## config.mk

```make
export PLATFORM = sky130hd
export DESIGN_NAME = axi_lite_cmd_master_flat
export DESIGN_NICKNAME = d
export VERILOG_FILES = /design/src/rtl/axi_lite_pkg.sv /design/src/rtl/axi_lite_if.sv /design/src/rtl/axi_timeout_cnt.sv /design/src/rtl/axi_lite_cmd_master.sv /design/src/flat_wrapper.sv
export SDC_FILE = /design/constraint.sdc
export NUM_CORES = 1
export LEC_CHECK = 0
export CAP_MARGIN = 20
export CELL_PAD_IN_SITES_DETAIL_PLACEMENT = 0
export CELL_PAD_IN_SITES_GLOBAL_PLACEMENT = 1
export CORE_ASPECT_RATIO = 1.25
export CORE_MARGIN = 2
export CORE_UTILIZATION = 25
export DETAILED_ROUTE_END_ITERATION = 16
export DONT_BUFFER_PORTS = 1
export HOLD_SLACK_MARGIN = 0.15
export PLACE_DENSITY = 0.59
export SYNTH_ARGS = -nofsm -noshare
export SYNTH_HDL_FRONTEND = slang
export SYNTH_SLANG_ARGS = --single-unit
```

## constraint.sdc

```tcl
create_clock -name clk -period 2 [get_ports clk]
set_input_delay 0.4 -clock clk [delete_from_list [all_inputs] [get_ports clk]]
set_output_delay 0.4 -clock clk [all_outputs]
set_load 0.005 [all_outputs]
```

## src/rtl/axi_lite_pkg.sv

```systemverilog
// Shared AXI-Lite definitions: command FSM state encoding, response codes and the default error read data.
package axi_lite_pkg;

    typedef enum logic [2:0] {
        ST_IDLE,
        ST_WRITE,
        ST_WRESP,
        ST_READ,
        ST_RDATA,
        ST_RESP
    } cmd_state_t;

    localparam logic [1:0]  AXI_RESP_OKAY   = 2'b00;
    localparam logic [1:0]  AXI_RESP_SLVERR = 2'b10;
    localparam logic [31:0] DEF_ERR_RDATA   = 32'hDEAD_BEEF;

    // States in which the bus is occupied and the timeout counter runs.
    function automatic logic is_bus_state(cmd_state_t s);
        return (s == ST_WRITE) || (s == ST_WRESP) || (s == ST_READ) || (s == ST_RDATA);
    endfunction

endpackage

```

## src/rtl/axi_lite_if.sv

```systemverilog
// AXI-Lite channel bundle with master and slave views.
interface AXI_LITE #(
    parameter int ADDR_W = 32,
    parameter int DATA_W = 32
);
    logic [ADDR_W-1:0] awaddr;
    logic              awvalid;
    logic              awready;
    logic [DATA_W-1:0] wdata;
    logic              wlast;
    logic              wvalid;
    logic              wready;
    logic [1:0]        bresp;
    logic              bvalid;
    logic              bready;
    logic [ADDR_W-1:0] araddr;
    logic              arvalid;
    logic              arready;
    logic [DATA_W-1:0] rdata;
    logic              rlast;
    logic              rvalid;
    logic              rready;

    modport master (
        output awaddr, awvalid, wdata, wlast, wvalid, bready, araddr, arvalid, rready,
        input  awready, wready, bresp, bvalid, arready, rdata, rlast, rvalid
    );

    modport slave (
        input  awaddr, awvalid, wdata, wlast, wvalid, bready, araddr, arvalid, rready,
        output awready, wready, bresp, bvalid, arready, rdata, rlast, rvalid
    );
endinterface

```

## src/rtl/axi_timeout_cnt.sv

```systemverilog
// Per-access timeout counter: cleared when a command is accepted, counts while the bus is occupied,
// and saturates at its limit so expiry stays asserted until the next clear.
module axi_timeout_cnt #(
    parameter int TIMEOUT_CYCLES = 1024
) (
    input  logic clk,
    input  logic rst,
    input  logic i_clear,
    input  logic i_en,
    output logic o_expire
);
    localparam int               CNT_W = $clog2(TIMEOUT_CYCLES) + 1;
    localparam logic [CNT_W-1:0] LAST  = CNT_W'(TIMEOUT_CYCLES - 1);

    logic [CNT_W-1:0] r_cnt;

    always_ff @(posedge clk) begin
        if (rst || i_clear) begin
            r_cnt <= '0;
        end else if (i_en && (r_cnt != LAST)) begin
            r_cnt <= r_cnt + 1'b1;
        end
    end

    assign o_expire = (r_cnt == LAST);

endmodule

```

## src/rtl/axi_lite_cmd_master.sv

```systemverilog
// Single-outstanding AXI-Lite master: converts a command/response stream into AXI-Lite
// reads and writes, with a per-access timeout that returns an error response.
module axi_lite_cmd_master
    import axi_lite_pkg::*;
#(
    parameter int                ADDR_W         = 32,
    parameter int                DATA_W         = 32,
    parameter int                TIMEOUT_CYCLES = 1024,
    parameter logic [DATA_W-1:0] ERR_RDATA      = DATA_W'(DEF_ERR_RDATA)
) (
    input  logic              clk,
    input  logic              rst,
    input  logic              i_req_valid,
    output logic              o_req_ready,
    input  logic              i_req_we,
    input  logic [ADDR_W-1:0] i_req_addr,
    input  logic [DATA_W-1:0] i_req_wdata,
    output logic              o_rsp_valid,
    input  logic              i_rsp_ready,
    output logic [DATA_W-1:0] o_rsp_rdata,
    output logic              o_rsp_err,
    AXI_LITE.master           axi
);

    cmd_state_t        r_state;
    logic              r_req_ready;
    logic              r_rsp_valid;
    logic              r_rsp_err;
    logic [DATA_W-1:0] r_rsp_rdata;
    logic [ADDR_W-1:0] r_addr;
    logic [DATA_W-1:0] r_wdata;
    logic              r_awvalid;
    logic              r_wvalid;
    logic              r_wlast;
    logic              r_bready;
    logic              r_arvalid;
    logic              r_rready;
    logic              r_aw_done;
    logic              r_w_done;

    logic w_accept;
    logic w_bus;
    logic w_aw_hs;
    logic w_w_hs;
    logic w_complete;
    logic w_expire;

    assign w_accept = (r_state == ST_IDLE) && r_req_ready && i_req_valid;
    assign w_bus    = is_bus_state(r_state);
    assign w_aw_hs  = r_awvalid && axi.awready;
    assign w_w_hs   = r_wvalid && axi.wready;

    // Handshake that ends the current bus state; it takes priority over an expiring timeout.
    always_comb begin
        w_complete = 1'b0;
        case (r_state)
            ST_WRITE: w_complete = (r_aw_done || w_aw_hs) && (r_w_done || w_w_hs);
            ST_WRESP: w_complete = r_bready && axi.bvalid;
            ST_READ:  w_complete = r_arvalid && axi.arready;
            ST_RDATA: w_complete = r_rready && axi.rvalid;
            default:  w_complete = 1'b0;
        endcase
    end

    axi_timeout_cnt #(
        .TIMEOUT_CYCLES(TIMEOUT_CYCLES)
    ) u_timeout (
        .clk     (clk),
        .rst     (rst),
        .i_clear (w_accept),
        .i_en    (w_bus),
        .o_expire(w_expire)
    );

    always_ff @(posedge clk) begin
        if (rst) begin
            r_state     <= ST_IDLE;
            r_req_ready <= 1'b0;
            r_rsp_valid <= 1'b0;
            r_rsp_err   <= 1'b0;
            r_rsp_rdata <= '0;
            r_addr      <= '0;
            r_wdata     <= '0;
            r_awvalid   <= 1'b0;
            r_wvalid    <= 1'b0;
            r_wlast     <= 1'b0;
            r_bready    <= 1'b0;
            r_arvalid   <= 1'b0;
            r_rready    <= 1'b0;
            r_aw_done   <= 1'b0;
            r_w_done    <= 1'b0;
        end else if (w_bus && w_expire && !w_complete) begin
            r_awvalid   <= 1'b0;
            r_wvalid    <= 1'b0;
            r_wlast     <= 1'b0;
            r_bready    <= 1'b0;
            r_arvalid   <= 1'b0;
            r_rready    <= 1'b0;
            r_rsp_err   <= 1'b1;
            r_rsp_rdata <= ERR_RDATA;
            r_rsp_valid <= 1'b1;
            r_state     <= ST_RESP;
        end else begin
            case (r_state)
                ST_IDLE: begin
                    if (w_accept) begin
                        r_req_ready <= 1'b0;
                        r_addr      <= i_req_addr;
                        r_wdata     <= i_req_wdata;
                        r_aw_done   <= 1'b0;
                        r_w_done    <= 1'b0;
                        if (i_req_we) begin
                            r_awvalid <= 1'b1;
                            r_wvalid  <= 1'b1;
                            r_wlast   <= 1'b1;
                            r_state   <= ST_WRITE;
                        end else begin
                            r_arvalid <= 1'b1;
                            r_state   <= ST_READ;
                        end
                    end else begin
                        r_req_ready <= 1'b1;
                    end
                end
                ST_WRITE: begin
                    if (w_aw_hs) begin
                        r_awvalid <= 1'b0;
                        r_aw_done <= 1'b1;
                    end
                    if (w_w_hs) begin
                        r_wvalid <= 1'b0;
                        r_wlast  <= 1'b0;
                        r_w_done <= 1'b1;
                    end
                    if (w_complete) begin
                        r_bready <= 1'b1;
                        r_state  <= ST_WRESP;
                    end
                end
                ST_WRESP: begin
                    if (w_complete) begin
                        r_bready    <= 1'b0;
                        r_rsp_err   <= (axi.bresp != AXI_RESP_OKAY);
                        r_rsp_rdata <= '0;
                        r_rsp_valid <= 1'b1;
                        r_state     <= ST_RESP;
                    end
                end
                ST_READ: begin
                    if (w_complete) begin
                        r_arvalid <= 1'b0;
                        r_rready  <= 1'b1;
                        r_state   <= ST_RDATA;
                    end
                end
                ST_RDATA: begin
                    if (w_complete) begin
                        r_rready    <= 1'b0;
                        r_rsp_rdata <= axi.rdata;
                        r_rsp_err   <= 1'b0;
                        r_rsp_valid <= 1'b1;
                        r_state     <= ST_RESP;
                    end
                end
                ST_RESP: begin
                    // req_ready is re-armed from IDLE, so there is always one idle cycle between commands.
                    if (i_rsp_ready) begin
                        r_rsp_valid <= 1'b0;
                        r_state     <= ST_IDLE;
                    end
                end
                default: r_state <= ST_IDLE;
            endcase
        end
    end

    assign o_req_ready = r_req_ready;
    assign o_rsp_valid = r_rsp_valid;
    assign o_rsp_err   = r_rsp_err;
    assign o_rsp_rdata = r_rsp_rdata;

    assign axi.awaddr  = r_addr;
    assign axi.araddr  = r_addr;
    assign axi.wdata   = r_wdata;
    assign axi.awvalid = r_awvalid;
    assign axi.wvalid  = r_wvalid;
    assign axi.wlast   = r_wlast;
    assign axi.bready  = r_bready;
    assign axi.arvalid = r_arvalid;
    assign axi.rready  = r_rready;

endmodule
```

## src/flat_wrapper.sv

```systemverilog
// flat-port wrapper written by rule: the top's interface ports become plain ports
module axi_lite_cmd_master_flat import axi_lite_pkg::*;
#(
    parameter int                ADDR_W         = 32,
    parameter int                DATA_W         = 32,
    parameter int                TIMEOUT_CYCLES = 1024,
    parameter logic [DATA_W-1:0] ERR_RDATA      = DATA_W'(DEF_ERR_RDATA)
)
  (clk, rst, i_req_valid, o_req_ready, i_req_we, i_req_addr, i_req_wdata, o_rsp_valid, i_rsp_ready, o_rsp_rdata, o_rsp_err, axi_awaddr, axi_awvalid, axi_wdata, axi_wlast, axi_wvalid, axi_bready, axi_araddr, axi_arvalid, axi_rready, axi_awready, axi_wready, axi_bresp, axi_bvalid, axi_arready, axi_rdata, axi_rlast, axi_rvalid);
  AXI_LITE #(.ADDR_W(ADDR_W), .DATA_W(DATA_W)) axi_i ();
  input  logic clk;
  input  logic rst;
  input  logic i_req_valid;
  output logic o_req_ready;
  input  logic i_req_we;
  input  logic [ADDR_W-1:0] i_req_addr;
  input  logic [DATA_W-1:0] i_req_wdata;
  output logic o_rsp_valid;
  input  logic i_rsp_ready;
  output logic [DATA_W-1:0] o_rsp_rdata;
  output logic o_rsp_err;
  output wire logic [$bits(axi_i.awaddr)-1:0] axi_awaddr;
  output wire logic [$bits(axi_i.awvalid)-1:0] axi_awvalid;
  output wire logic [$bits(axi_i.wdata)-1:0] axi_wdata;
  output wire logic [$bits(axi_i.wlast)-1:0] axi_wlast;
  output wire logic [$bits(axi_i.wvalid)-1:0] axi_wvalid;
  output wire logic [$bits(axi_i.bready)-1:0] axi_bready;
  output wire logic [$bits(axi_i.araddr)-1:0] axi_araddr;
  output wire logic [$bits(axi_i.arvalid)-1:0] axi_arvalid;
  output wire logic [$bits(axi_i.rready)-1:0] axi_rready;
  input wire logic [$bits(axi_i.awready)-1:0] axi_awready;
  input wire logic [$bits(axi_i.wready)-1:0] axi_wready;
  input wire logic [$bits(axi_i.bresp)-1:0] axi_bresp;
  input wire logic [$bits(axi_i.bvalid)-1:0] axi_bvalid;
  input wire logic [$bits(axi_i.arready)-1:0] axi_arready;
  input wire logic [$bits(axi_i.rdata)-1:0] axi_rdata;
  input wire logic [$bits(axi_i.rlast)-1:0] axi_rlast;
  input wire logic [$bits(axi_i.rvalid)-1:0] axi_rvalid;
  assign axi_awaddr = axi_i.awaddr;
  assign axi_awvalid = axi_i.awvalid;
  assign axi_wdata = axi_i.wdata;
  assign axi_wlast = axi_i.wlast;
  assign axi_wvalid = axi_i.wvalid;
  assign axi_bready = axi_i.bready;
  assign axi_araddr = axi_i.araddr;
  assign axi_arvalid = axi_i.arvalid;
  assign axi_rready = axi_i.rready;
  assign axi_i.awready = axi_awready;
  assign axi_i.wready = axi_wready;
  assign axi_i.bresp = axi_bresp;
  assign axi_i.bvalid = axi_bvalid;
  assign axi_i.arready = axi_arready;
  assign axi_i.rdata = axi_rdata;
  assign axi_i.rlast = axi_rlast;
  assign axi_i.rvalid = axi_rvalid;
  axi_lite_cmd_master #(.ADDR_W(ADDR_W), .DATA_W(DATA_W), .TIMEOUT_CYCLES(TIMEOUT_CYCLES), .ERR_RDATA(ERR_RDATA)) u_core (.clk(clk), .rst(rst), .i_req_valid(i_req_valid), .o_req_ready(o_req_ready), .i_req_we(i_req_we), .i_req_addr(i_req_addr), .i_req_wdata(i_req_wdata), .o_rsp_valid(o_rsp_valid), .i_rsp_ready(i_rsp_ready), .o_rsp_rdata(o_rsp_rdata), .o_rsp_err(o_rsp_err), .axi(axi_i));
endmodule
```

## After elaboration in Yosys (flattened, before gate mapping)

Index checks and enable logic that the tools add are counted.

- Flip-flop bits (word level): 120
- Bits of input ports: 109
- Output and inout port bits: 137
- Word-level logic and storage cells: 125

- $add $sub $neg: 1
- Equal/unequal tests: 25
- Mux-type cells: 38
- Bitwise operators: 1
- Reduce and logical (&&, ||, !) cells: 43

Operator list:

| kind | count |
|---|---|
| $mux W32 | 3 |
| $pmux W32 S2 | 1 |
| $reduce_and A4 Y1 | 5 |
| $mux W3 | 6 |
| $pmux W1 S2 | 9 |
| $reduce_and A3 Y1 | 6 |
| $mux W1 | 16 |
| $ne A3 B2 Y1 const B | 5 |
| $pmux W3 S5 | 1 |
| $ne A2 B1 Y1 const B | 7 |
| $reduce_bool A2 Y1 | 6 |
| $add A11 B1 Y11 const B | 1 |
| $eq A11 B10 Y1 const B | 1 |
| $logic_and A1 B1 Y1 | 11 |
| $ne A11 B10 Y1 const B | 1 |
| $reduce_and A5 Y1 | 2 |
| $ne A2 B2 Y1 const B | 4 |
| $eq A3 B2 Y1 const B | 2 |
| $eq A3 B3 Y1 const B | 2 |
| $logic_or A1 B1 Y1 | 6 |
| $reduce_bool A3 Y1 | 2 |
| $pmux W1 S4 | 1 |
| $reduce_or A2 Y1 | 2 |
| $eq A3 B1 Y1 const B | 1 |
| other kinds (7) | 7 |

## Longest topological paths before layout

Gate-level depths: netlist (run 1).

- Depth after elaboration: 8
- Depth in mapped cells: 8
- Depth with buffers taken out: 6

## Modules after synthesis

A second synthesis (run 1) with hierarchy kept.

- Cells, all modules: 599
- Area, all modules: 4,984.8 sq um

By module, submodules not included:

| module | times used | cells an instance | area an instance (sq um) | seq. area each (sq um) |
|---|---|---|---|---|
| axi_lite_cmd_master | 1 | 537 | 4,445.5 | 2,182.1 |
| axi_timeout_cnt | 1 | 62 | 539.3 | 220.2 |

## Worst setup path before layout (run 1)

Ideal clock, no wire load.

- Kind: register to register
- From: register u_core.r_state[2]
- To: register u_core.r_state[1]
- Arrival time: 1.716 ns
- Required time: 1.883 ns
- Path slack: 0.167 ns
- Stages on the path, launching flop included: 8
- Buffers on the path: 2
- Cells stage by stage: dfxtp_1 buf_2 nor3b_4 a32oi_2 nor4b_4 or2_1 buf_2 and4b_1

- Cells in the longest elaborated chain, start to end: 7
- Elaborated cells on any way between the ends: 24
- Those cells by class: eq/ne (10); mux (2); reduce/logical (12)

RTL lines:

| item | RTL line | source |
|---|---|---|
| from (decl) | axi_lite_cmd_master.sv:25 | `cmd_state_t r_state;` |
| from (signal assigned) | axi_lite_cmd_master.sv:77 | `r_state <= ST_IDLE;` |
| from (signal assigned) | axi_lite_cmd_master.sv:102 | `r_state <= ST_RESP;` |
| from (signal assigned) | axi_lite_cmd_master.sv:116 | `r_state <= ST_WRITE;` |
| parallel branches: the longest is 7 deep, another holds $reduce_and A5 Y1 | -- |  |

Parallel ways; which one is timed is not known.
A chain may end at the register's enable or synchronous reset.

## Worst setup path in the final report (run 1)

- From: register u_core.r_state[0]
- To: register u_core.r_state[1]

Same word-level chain as after synthesis.

==> impl_metrics.json, run 1 <==
{
  "status": "finished, final reports clean",
  "synthCells": 585,
  "num_rows": 57,
  "final.setup.worst_slack_ns": 0.1375,
  "required_ns": 2.30,
  "h-tree-depth": 4,
  "min_period_ns": 1.862,
  "clock_skew_ns": 0.006118,
  "fin_setup_tns_ns": 0,
  "placement.io_buffers": 0,
  "yosys_warnings": 0,
  "synthArstFlopShare_pct": 0,
  "ff_latch_area_sq_um": 2414,
  "synth_area_leaders": "dfxtp_1 49%, nand2_1 11%, a21oi_1 9.7%, buf_4 5.4%, nor2_1 3.2%",
  "yosys.area.top_type": "dfxtp_1",
  "hp-start": "axi_rdata[27]",
  "synthesis.area_sq_um": 4860,
  "gr-total-overflow": 0,
  "ys_ff_latch": 120,
  "cts_buffer_depth": 2,
  "worstPathMaxFanout": 9,
  "cts.sinks": 120,
  "max_slew_margin_pct": 56.65,
  "crit_path_end_kind": "flop",
  "place_ws_ns": -0.2267,
  "max_freq_ghz": 0.5369,
  "drc": 0,
  "grt_pass1_vias": 4112,
  "antenna_found_initial": 0,
  "num_antenna_cells": 0,
  "synth_edf_count": 0,
  "syn_avg_cell_area_sq_um": 8.307,
  "via_per_inst": 4.760,
  "design.core.area_sq_um": 19260,
  "grt_usage_pct": 12.87,
  "fin_nets": 748,
  "routedWlPerCell_microns": 15.02,
  "finalSetupViolCount": 0,
  "powerDensity_nw_per_um2": 1263,
  "r2r-start": "u_core.r_state[0]$_SDFFE_PP0P_",
  "die_y_microns": 159.9,
  "ys_types": 48,
  "final_min_period_over_clock_period_pct": 93.12,
  "area_growth_pct": 32.54,
  "cts_made_buffers": 17,
  "rsz0062_at_grt": "false",
  "final_layout_size_suffix_gt1_share_pct": 13.36,
  "hold_viol": 0,
  "ios": 246,
  "grt_max_degree": 79,
  "die_width_microns": 128.7,
  "gp_congestion": 0.7598,
  "drv_cap": 0,
  "yosys.area.top_type_share_pct": 49.43,
  "path_clk_slew_ns": 0.06,
  "leakagePower_nw": 2.256,
  "initial_core_util_pct": 25.24,
  "peakVddDrop_mv": 0.5551,
  "cp.arrival_ns": 2.16,
  "nFillCells": 1975,
  "cts_tree": "done",
  "multi_input_area_sq_um": 2027,
  "path_class": "reg -> reg",
  "die_area_sq_um": 20580,
  "firstDrtPassIters": 5,
  "vias": 4222,
  "clock_latency_ns": 0.41,
  "drt_iter0_drc": 223,
  "slew_violations": 0,
  "cp-start-kind": "flop",
  "antenna_left": 0,
  "wl_microns": 13320,
  "worst_pin_slew_ns": 0.6495,
  "grt_pass1_wl_microns": 20880,
  "hold_path_class": "in -> reg",
  "startpoint": "u_core.r_state[0]$_SDFFE_PP0P_",
  "ys_seq_area_share_pct": 49.43,
  "synth_nets": 695,
  "power_mw": 8.134,
  "root_buffer": "clkbuf_16",
  "post-dp-hpwl_microns": 8996,
  "synth_ff_type": "dfxtp_1"
}
worst paths after layout:
path                                    endpoint  slack [ns]  cells past startpoint
max               u_core.r_state[1]$_SDFFE_PP0P_        0.14                      7
min          u_core.o_rsp_rdata[27]$_SDFFE_PP0P_        0.17                      2
max reg2reg       u_core.r_state[1]$_SDFFE_PP0P_        0.14                      7
min reg2reg         u_core.r_w_done$_SDFFE_PP0P_        0.47                      2
worst max-delay path, cell delays in order, from the launching register on:
cell,delay [ns]
dfxtp_4,0.38
buf_4,0.14
nand3_1,0.09
o211ai_1,0.12
buf_4,0.17
nor4b_4,0.41
or2_4,0.24
and4b_1,0.20
cell usage in the layout (no fill, tap or decap), types with 3 or more instances in the layout:
cell and n:
nand2_1 145, dfxtp_1 117, nand2b_1 6, o21ai_0 4, nand3_1 3, xnor2_1 9, buf_4 35, a221oi_1 8
clkinvlp_4 3, clkinv_4 4, inv_1 3, nor4_1 6, a22oi_1 8, nor2_1 39, dfxtp_4 3, a21oi_1 94
nor3_1 9, dlygate4sd3_1 70, nor3b_1 3, clkbuf_16 17, o2bb2ai_1 16, bufinv_16 5
cells by family (layout without fill, tap and decap cells):
group           Yosys count  in the layout  synth area share [%]
fa+ha+maj                 1              1                0.2574
simple gates            234            234                 21.55
compound gates          143            143                 17.84
xor+xnor                  9              9                 1.622
buf+inv                  78            144                 9.294
flops                   120            120                 49.43
per-stage QoR:
step | area (sq um) | hold slack, ns | instances | utilization, %
after floorplan | 4860 | 0.4316 | 585 | -
after global placement | 5025 | 0.4419 | 784 | 26.09
after detailed placement | 5025 | 0.4616 | 784 | 26.09
after CTS | 6420 | 0.1502 | 887 | 33.34
after global routing | 6441 | 0.1598 | 887 | 33.45
final | 6441 | 0.1651 | 887 | 33.45
report_power, final:
group	switching, mW	leakage, nW	internal, mW
clock	1.16	0.313	2.25
combinational	0.953	0.969	0.739
sequential	0.335	0.974	2.69
total	2.45	2.26	5.68
synthesized netlist by cell type (3+ instances only):
| library cell | instances |
|---|---|
| o21ai_0 | 4 |
| nand2b_1 | 6 |
| dfxtp_1 | 120 |
| buf_4 | 35 |
| inv_1 | 3 |
| o2bb2ai_1 | 16 |
| nor3b_1 | 3 |
| nand2_1 | 145 |
| nand3_1 | 4 |
| nor2_1 | 41 |
| a221oi_1 | 8 |
| a22oi_1 | 8 |
| xnor2_1 | 9 |
| clkbuf_1 | 26 |
| nor4_1 | 6 |
| buf_2 | 10 |
| nor3_1 | 9 |
| a21oi_1 | 94 |
final cells by class:
class                      instances  area share (%)
clock buffer                      18           6.818
clock inverter                    14           3.438
inverter                           3          0.1748
multi-input combinational        387           31.47
sequential                       120           37.47
tap                              236           4.584
timing repair buffer             109           16.05
flip-flops by register name, summed over array words and instances (netlist names):
name / cells
u_core.o_req_ready: 1
u_core.axi.wdata: 32
u_core.u_timeout.r_cnt: 11
u_core.axi.bready: 1
u_core.o_rsp_err: 1
u_core.axi.wlast: 1
u_core.axi.rready: 1
u_core.r_w_done: 1
u_core.axi.araddr: 32
u_core.r_aw_done: 1
u_core.r_state: 3
u_core.axi.awvalid: 1
u_core.axi.arvalid: 1
u_core.o_rsp_valid: 1
u_core.o_rsp_rdata: 32
what timing repair did:
| item | in CTS | in global routing |
|---|---|---|
| buffers inserted | 0 | 0 |
| gates resized for setup | 4 | 7 |
| hold buffers | 71 | 0 |
| pin swaps | 0 | 2 |
| endpoints found under the setup margin | 27 | 24 |
| hold endpoints to repair | 81 | 0 |
metal layers:
layer,GRT usage [%],vias to the layer above,share of wire (%)
met5,0,-,0
met3,4.523,11,7.3
met2,23.40,159,52
li1,-,2070,-
met4,5.632,0,1.5
met1,13.08,1982,39
Power figures use the tool's default switching activity.
==> inputs of run 2 (changes only) <==
Settings changed: ABC_AREA set to 1.
==> run 2 against run 1 <==
  * Count of clock-buffer cells in the layout is 1 higher
  * Clock skew barely moved
  * Critical path depth rose by 1
  * Hold slack lost 0.10 ns
  * Sequential cell count unchanged
  * Largest cell class unchanged
  * Maximum frequency increased by 1.7%
  * Cell area decreased by 9.1%
==> impl_metrics.json, run 2 <==
{
  "multi_input_area_sq_um": 2170,
  "mostFrequentLayoutCell": "nand2_1",
  "place_ws_ns": 0.05019,
  "combPwrFrac_pct": 17.2,
  "drt_iter0_drc": 190,
  "synthesis.area_sq_um": 5181,
  "synth_area_leaders": "dfxtp_1 46%, nand2_1 15%, a21oi_1 11%, buf_4 5.5%, nor2_1 3.3%",
  "worstPathMaxFanout": 11,
  "post-route-util_pct": 28.91,
  "syn_avg_cell_area_sq_um": 7.564,
  "synth_edf_count": 0,
  "num_rows": 58,
  "ios": 246,
  "ys_seq_area_share_pct": 46.37,
  "cp-start-kind": "flop",
  "post-dp-hpwl_microns": 10160,
  "cpMostUsedCell": "a21oi_1",
  "ys_top_cells_by_count": "209 x nand2_1, 120 x dfxtp_1, 109 x a21oi_1",
  "die_y_microns": 165.0,
  "final.setup.worst_slack_ns": 0.1681,
  "hold_path_class": "in -> reg",
  "gp_congestion": 0.8090,
  "synth_nets": 795,
  "synthCells": 685,
  "peakVddDrop_mv": 0.5735,
  "switching_share_pct": 30.61,
  "rsz0062_at_grt": "false",
  "cts_setup_buffers": 0,
  "yosys.area.top_type": "dfxtp_1",
  "p_int_mw": 5.040,
  "ff_latch_area_sq_um": 2406,
  "routedWlPerCell_microns": 15.16,
  "hp-start": "rst",
  "crit_slowest_cell": "dfxtp_1",
  "ys_ff_latch": 120,
  "slew_violations": 0,
  "cts_made_buffers": 17,
  "clock_skew_ns": 0.006248,
  "p_switching_mw": 2.223,
  "hold_viol": 0,
  "grt_max_degree": 93,
  "cts_tree": "done",
  "die_width_microns": 132.8,
  "area_growth_pct": 12.99,
  "initial_core_util_pct": 25.59,
  "h-tree-depth": 4,
  "r2r_end": "u_core.o_rsp_rdata[5]$_SDFFE_PP0P_",
  "r2r-start": "u_core.u_timeout.r_cnt[1]$_SDFFE_PP0P_",
  "synthArstFlopShare_pct": 0,
  "required_ns": 2.34,
  "reg2reg_depth": 8,
  "leakagePower_nw": 2.119,
  "drv_cap": 0,
  "nFillCells": 2186,
  "grt_pass1_vias": 4132,
  "design.core.area_sq_um": 20250,
  "final_min_period_over_clock_period_pct": 91.60,
  "yosysMostFrequentCell": "nand2_1",
  "synth_ff_type": "dfxtp_1",
  "final_layout_size_suffix_gt1_share_pct": 12.86,
  "grt_pass1_wl_microns": 21760,
  "root_buffer": "clkbuf_16",
  "p_clk_share_pct": 42.7,
  "min_period_ns": 1.832,
  "path_class": "reg -> reg",
  "powerDensity_nw_per_um2": 1241,
  "cts_buffer_depth": 2,
  "crit_path_end_kind": "flop",
  "max_slew_margin_pct": 75.65,
  "clock_latency_ns": 0.41,
  "die_area_sq_um": 21900,
  "grt_usage_pct": 12.76,
  "antenna_found_initial": 1,
  "num_antenna_cells": 0,
  "vias": 4253,
  "layout_common_cells": "209 x nand2_1, 117 x dfxtp_1, 109 x a21oi_1",
  "seq_power_share_pct": 40.1,
  "via_per_inst": 4.529,
  "fin_setup_tns_ns": 0,
  "cp.arrival_ns": 2.17,
  "fin_nets": 766,
  "drc": 0,
  "hold_depth": 1,
  "gr-total-overflow": 0,
  "yosys_warnings": 0,
  "finalSetupViolCount": 0,
  "yosys.area.top_type_share_pct": 46.37,
  "firstDrtPassIters": 4,
  "holdWs_ns": 0.06203,
  "status": "finished, final reports clean",
  "ys_types": 32,
  "min_to": "u_core.o_rsp_rdata[3]$_SDFFE_PP0P_",
  "antenna_left": 0,
  "wl_microns": 14240,
  "max_freq_ghz": 0.5459,
  "hold_buffers": 8,
  "cpPeakStageDelay_ns": 0.37,
  "r2r_slack_ns": 0.17,
  "crit_chain": "ha_1 > nand3_1 > nor2_2 > nand4_4 > nor2_8 > buf_4 > a21oi_1 > a21oi_1",
  "cts.sinks": 120,
  "worst_pin_slew_ns": 0.3640,
  "path_clk_slew_ns": 0.06,
  "placement.io_buffers": 0
}
[run 2: cell types whose count changed after synthesis, moves of 15 or more]
cell,delta
a21oi_1,+15
inv_1,+28
nand2_1,+64
nand3_1,+22
o21ai_0,+18
o2bb2ai_1,-16
[run 2: cell type report]
| type | count | share of cell area (%) |
|---|---|---|
| clock buffers | 19 | 7.566 |
| clock inverters | 13 | 2.629 |
| inverters | 37 | 2.415 |
| multi-input cells | 459 | 37.06 |
| flip-flops and latches | 120 | 41.10 |
| well taps | 270 | 5.770 |
| repair buffers | 21 | 3.462 |
[run 2: cell families after synthesis]
kind of cell | share of synthesized area [%]
AND/OR/NAND/NOR | 25.94
AO/OA/AOI/OAI | 15.43
flip-flops | 46.37
buffers and inverters | 11.86
XOR/XNOR | 0.1691
adder cells (fa/ha/maj) | 0.2414
[run 2: power by group through the flow]
stage          sequential [mW]  combinational [mW]  clock (mW)
6_report                  2.91                1.25        3.10
3_3_place_gp              2.96                1.21           0
4_1_cts                   2.92                1.25        3.20
3_5_place_dp              2.96                1.24           0
2_1_floorplan             2.86                1.17           0
5_1_grt                   2.95                1.44        3.30
[run 2: critical path: cells and delay by family, from the launching register on]
family / cells / cell delay (ns)
AOI/OAI and AO/OA: 2 / 0.20
DFF: 1 / 0.37
buffers and inverters: 1 / 0.21
adders and majority gates: 1 / 0.18
and+or+nand+nor: 4 / 0.80
[run 2: repair_timing]
action                                  CTS  global route
endpoints found under the setup margin    0            39
endpoints found under the hold margin    99            90
resized for setup                         0             7
[run 2: stage by stage]
step | cells | power, mW | area [sq um]
after detailed placement | 899 | 4.203 | 5166
after global routing | 939 | 7.689 | 5854
final | 939 | 7.264 | 5854
after global placement | 899 | 4.167 | 5166
after floorplan | 685 | 4.025 | 5181
after CTS | 939 | 7.368 | 5843
[run 2: per-layer routing]
metal / vias to the layer above / global-route usage [%] / wire length (microns)
met2: 172 / 21.83 / 7145
met1: 1940 / 13.60 / 5614
met4: 2 / 5.376 / 199
met5: - / 0 / 13
met3: 17 / 5.893 / 1264
li1: 2122 / - / -
[run 2: how the worst max path moves through the flow]
stage / to / from / slack [ns] / cells after the start
global placement: u_core.o_rsp_valid$_SDFFE_PP0P_ / u_core.r_state[2]$_SDFFE_PP0P_ / 0.09 / 9
CTS: u_core.axi.bready$_SDFFE_PP0P_ / u_core.r_state[0]$_SDFFE_PP0P_ / 0.04 / 9
finish: u_core.o_rsp_rdata[5]$_SDFFE_PP0P_ / u_core.u_timeout.r_cnt[1]$_SDFFE_PP0P_ / 0.17 / 8
floorplan: u_core.o_rsp_rdata[11]$_SDFFE_PP0P_ / u_core.u_timeout.r_cnt[0]$_SDFFE_PP0P_ / 0.32 / 9
detailed placement: u_core.axi.bready$_SDFFE_PP0P_ / u_core.r_state[0]$_SDFFE_PP0P_ / 0.05 / 9
global route: u_core.o_rsp_rdata[30]$_SDFFE_PP0P_ / u_core.u_timeout.r_cnt[1]$_SDFFE_PP0P_ / 0.01 / 8
==> inputs of run 3 (changes only) <==
Settings changed: CTS_CLUSTER_SIZE set to 20, PLACE_DENSITY 0.59 to 0.6, SYNTH_HIERARCHICAL set to 1.
==> run 3 against run 2 <==
  * Sequential share of layout area shrank 4.2 points
  * Clock power about the same
  * Sequential power grew 13%
  * Clock skew is 0.0034 ns higher
  * Critical path depth rose by 2
  * Wire length increased by 1.2%
  * Cell area is 11% higher
  * Synthesized area is 3.0% lower
  * Power is 8.6% higher
  * Largest power group is now registers
==> impl_metrics.json, run 3 <==
{
  "via_per_inst": 4.328,
  "grt_pass1_wl_microns": 22420,
  "yosysMostFrequentCell": "nor2_1",
  "drc": 0,
  "die_area_sq_um": 21250,
  "initial_core_util_pct": 25.26,
  "antenna_found_initial": 1,
  "firstDrtPassIters": 4,
  "design.core.area_sq_um": 19880,
  "h-tree-depth": 4,
  "cts_buffer_depth": 2,
  "cp.arrival_ns": 2.11,
  "r2r_end": "u_core/axi.awvalid$_SDFFE_PP0P_",
  "synthArstFlopShare_pct": 0,
  "path_class": "reg -> reg",
  "required_ns": 2.30,
  "grt_pass1_vias": 4416,
  "num_rows": 58,
  "r2r_slack_ns": 0.19,
  "ys_top_cells_by_count": "160 x nor2_1, 121 x nand2_1, 120 x dfxtp_1",
  "worstPathMaxFanout": 14,
  "ff_latch_area_sq_um": 2402,
  "dp_cells": 899,
  "final_layout_size_suffix_gt1_share_pct": 10.95,
  "vias": 4376,
  "cp-start-kind": "flop",
  "r2r-start": "u_core/u_timeout/r_cnt[0]$_SDFFE_PP0P_",
  "synthCells": 680,
  "drv_cap": 0,
  "cts_tree": "done",
  "min_to": "u_core/o_rsp_rdata[9]$_SDFFE_PP0P_",
  "yosys.area.top_type": "dfxtp_1",
  "fin_setup_tns_ns": 0,
  "power_mw": 7.885,
  "gp_congestion": 0.6930,
  "max_freq_ghz": 0.5523,
  "synth_edf_count": 0,
  "hp-start": "axi_rdata[9]",
  "die_width_microns": 130.8,
  "ys_ff_latch": 120,
  "status": "finished, final reports clean",
  "mostFrequentLayoutCell": "nor2_1",
  "root_buffer": "clkbuf_16",
  "syn_avg_cell_area_sq_um": 7.388,
  "hold_path_class": "in -> reg",
  "fin_nets": 837,
  "startpoint": "u_core/u_timeout/r_cnt[0]$_SDFFE_PP0P_",
  "cts_made_buffers": 17,
  "grt_usage_pct": 13.66,
  "worst_pin_slew_ns": 0.4835,
  "yosys_warnings": 6,
  "drt_iter0_drc": 163,
  "leakagePower_nw": 2.813,
  "clock_skew_ns": 0.009698,
  "ys_seq_area_share_pct": 47.82,
  "crit_path_end_kind": "flop",
  "path_clk_slew_ns": 0.06,
  "synthesis.area_sq_um": 5024,
  "routedWlPerCell_microns": 14.25,
  "max_slew_margin_pct": 67.73,
  "clock_latency_ns": 0.41,
  "ys_types": 28,
  "hold_depth": 2,
  "antenna_left": 0,
  "powerDensity_nw_per_um2": 1212,
  "layout_common_cells": "159 x nor2_1, 121 x nand2_1, 120 x dfxtp_1",
  "area_growth_pct": 29.56,
  "ios": 246,
  "yosys.area.top_type_share_pct": 47.82,
  "reg2reg_depth": 10,
  "synth_nets": 790,
  "cts.sinks": 120,
  "hold_viol": 0,
  "placement.io_buffers": 0,
  "gr-total-overflow": 0,
  "wl_microns": 14410,
  "nFillCells": 2136,
  "holdWs_ns": 0.1736,
  "die_y_microns": 162.5,
  "grt_max_degree": 51,
  "rsz0062_at_grt": "false",
  "final_min_period_over_clock_period_pct": 90.53,
  "synth_area_leaders": "dfxtp_1 48%, nor2_1 12%, nand2_1 9.0%, o21ai_0 7.2%, buf_4 5.1%",
  "cts_setup_buffers": 0,
  "multi_input_area_sq_um": 2048,
  "fin_cells": 1011,
  "post-dp-hpwl_microns": 9498,
  "min_period_ns": 1.811,
  "finalSetupViolCount": 0,
  "synth_ff_type": "dfxtp_1",
  "slew_violations": 0,
  "peakVddDrop_mv": 0.5254
}
==> run 3: worst max-delay path, cell delays in order, from the launching register on <==
cell	delay (ns)
dfxtp_1	0.38
ha_1	0.18
nand2_1	0.11
nor2_4	0.13
nand3_4	0.06
inv_1	0.05
a21boi_1	0.25
nand3_4	0.19
nand2_2	0.12
buf_12	0.15
nor3_1	0.06
==> run 3: final cells by class <==
| class | instances | share of cell area (%) |
|---|---|---|
| Antenna cell | 1 | 0.03845 |
| Timing Repair Buffer | 97 | 14.99 |
| Multi-Input combinational cell | 451 | 31.47 |
| Tap cell | 270 | 5.190 |
| Clock inverter | 14 | 2.499 |
| Inverter | 40 | 2.307 |
| Clock buffer | 18 | 6.594 |
| Sequential cell | 120 | 36.91 |
==> run 3: cell families (layout without fill, tap and decap cells) <==
group	after synthesis	after routing	share of synthesized area (%)
and+or+nand+nor	341	341	28.59
DFF	120	120	47.82
AOI/OAI and AO/OA	109	109	11.78
buffers and inverters	109	169	11.56
adders and majority gates	1	1	0.2490
other	0	1	0
==> run 3: how the worst max path moves through the flow <==
| stage | cells past startpoint | slack (ns) | to |
|---|---|---|---|
| global placement | 7 | 0.13 | u_core/u_timeout/r_cnt[10]$_SDFFE_PP0P_ |
| floorplan | 11 | 0.19 | u_core/axi.bready$_SDFFE_PP0P_ |
| global route | 11 | 0.02 | u_core/o_rsp_rdata[3]$_SDFFE_PP0P_ |
| CTS | 7 | 0.11 | u_core/u_timeout/r_cnt[10]$_SDFFE_PP0P_ |
| finish | 10 | 0.19 | u_core/axi.awvalid$_SDFFE_PP0P_ |
| detailed placement | 7 | 0.13 | u_core/u_timeout/r_cnt[10]$_SDFFE_PP0P_ |
==> run 3: layer usage <==
layer	wire, microns	global-route usage, %	up-vias
li1	-	-	2222
met1	5948	15.21	1983
met2	7251	23.75	157
met3	972	4.796	14
met4	238	5.126	0
met5	0	0	-
==> run 3: where the power goes <==
part	internal (mW)	total [mW]	switching, mW
sequential	2.84	3.30	0.456
combinational	0.560	1.52	0.957
clock	1.87	3.07	1.20
total	5.27	7.89	2.62
==> run 3: per-stage QoR <==
stage          util [%]  cell area (sq um)  worst slack [ns]
2_1_floorplan         -               5024            0.1888
6_report          32.73               6509            0.1893
3_3_place_gp      25.76               5121            0.1343
4_1_cts           32.71               6504            0.1098
3_5_place_dp      25.76               5121            0.1308
5_1_grt           32.72               6506           0.01766
==> run 3: repair_timing <==
action,CTS,global route
hold endpoints to repair,82,0
endpoints found under the setup margin,0,1
hold buffers,79,0
gates resized for setup,0,1
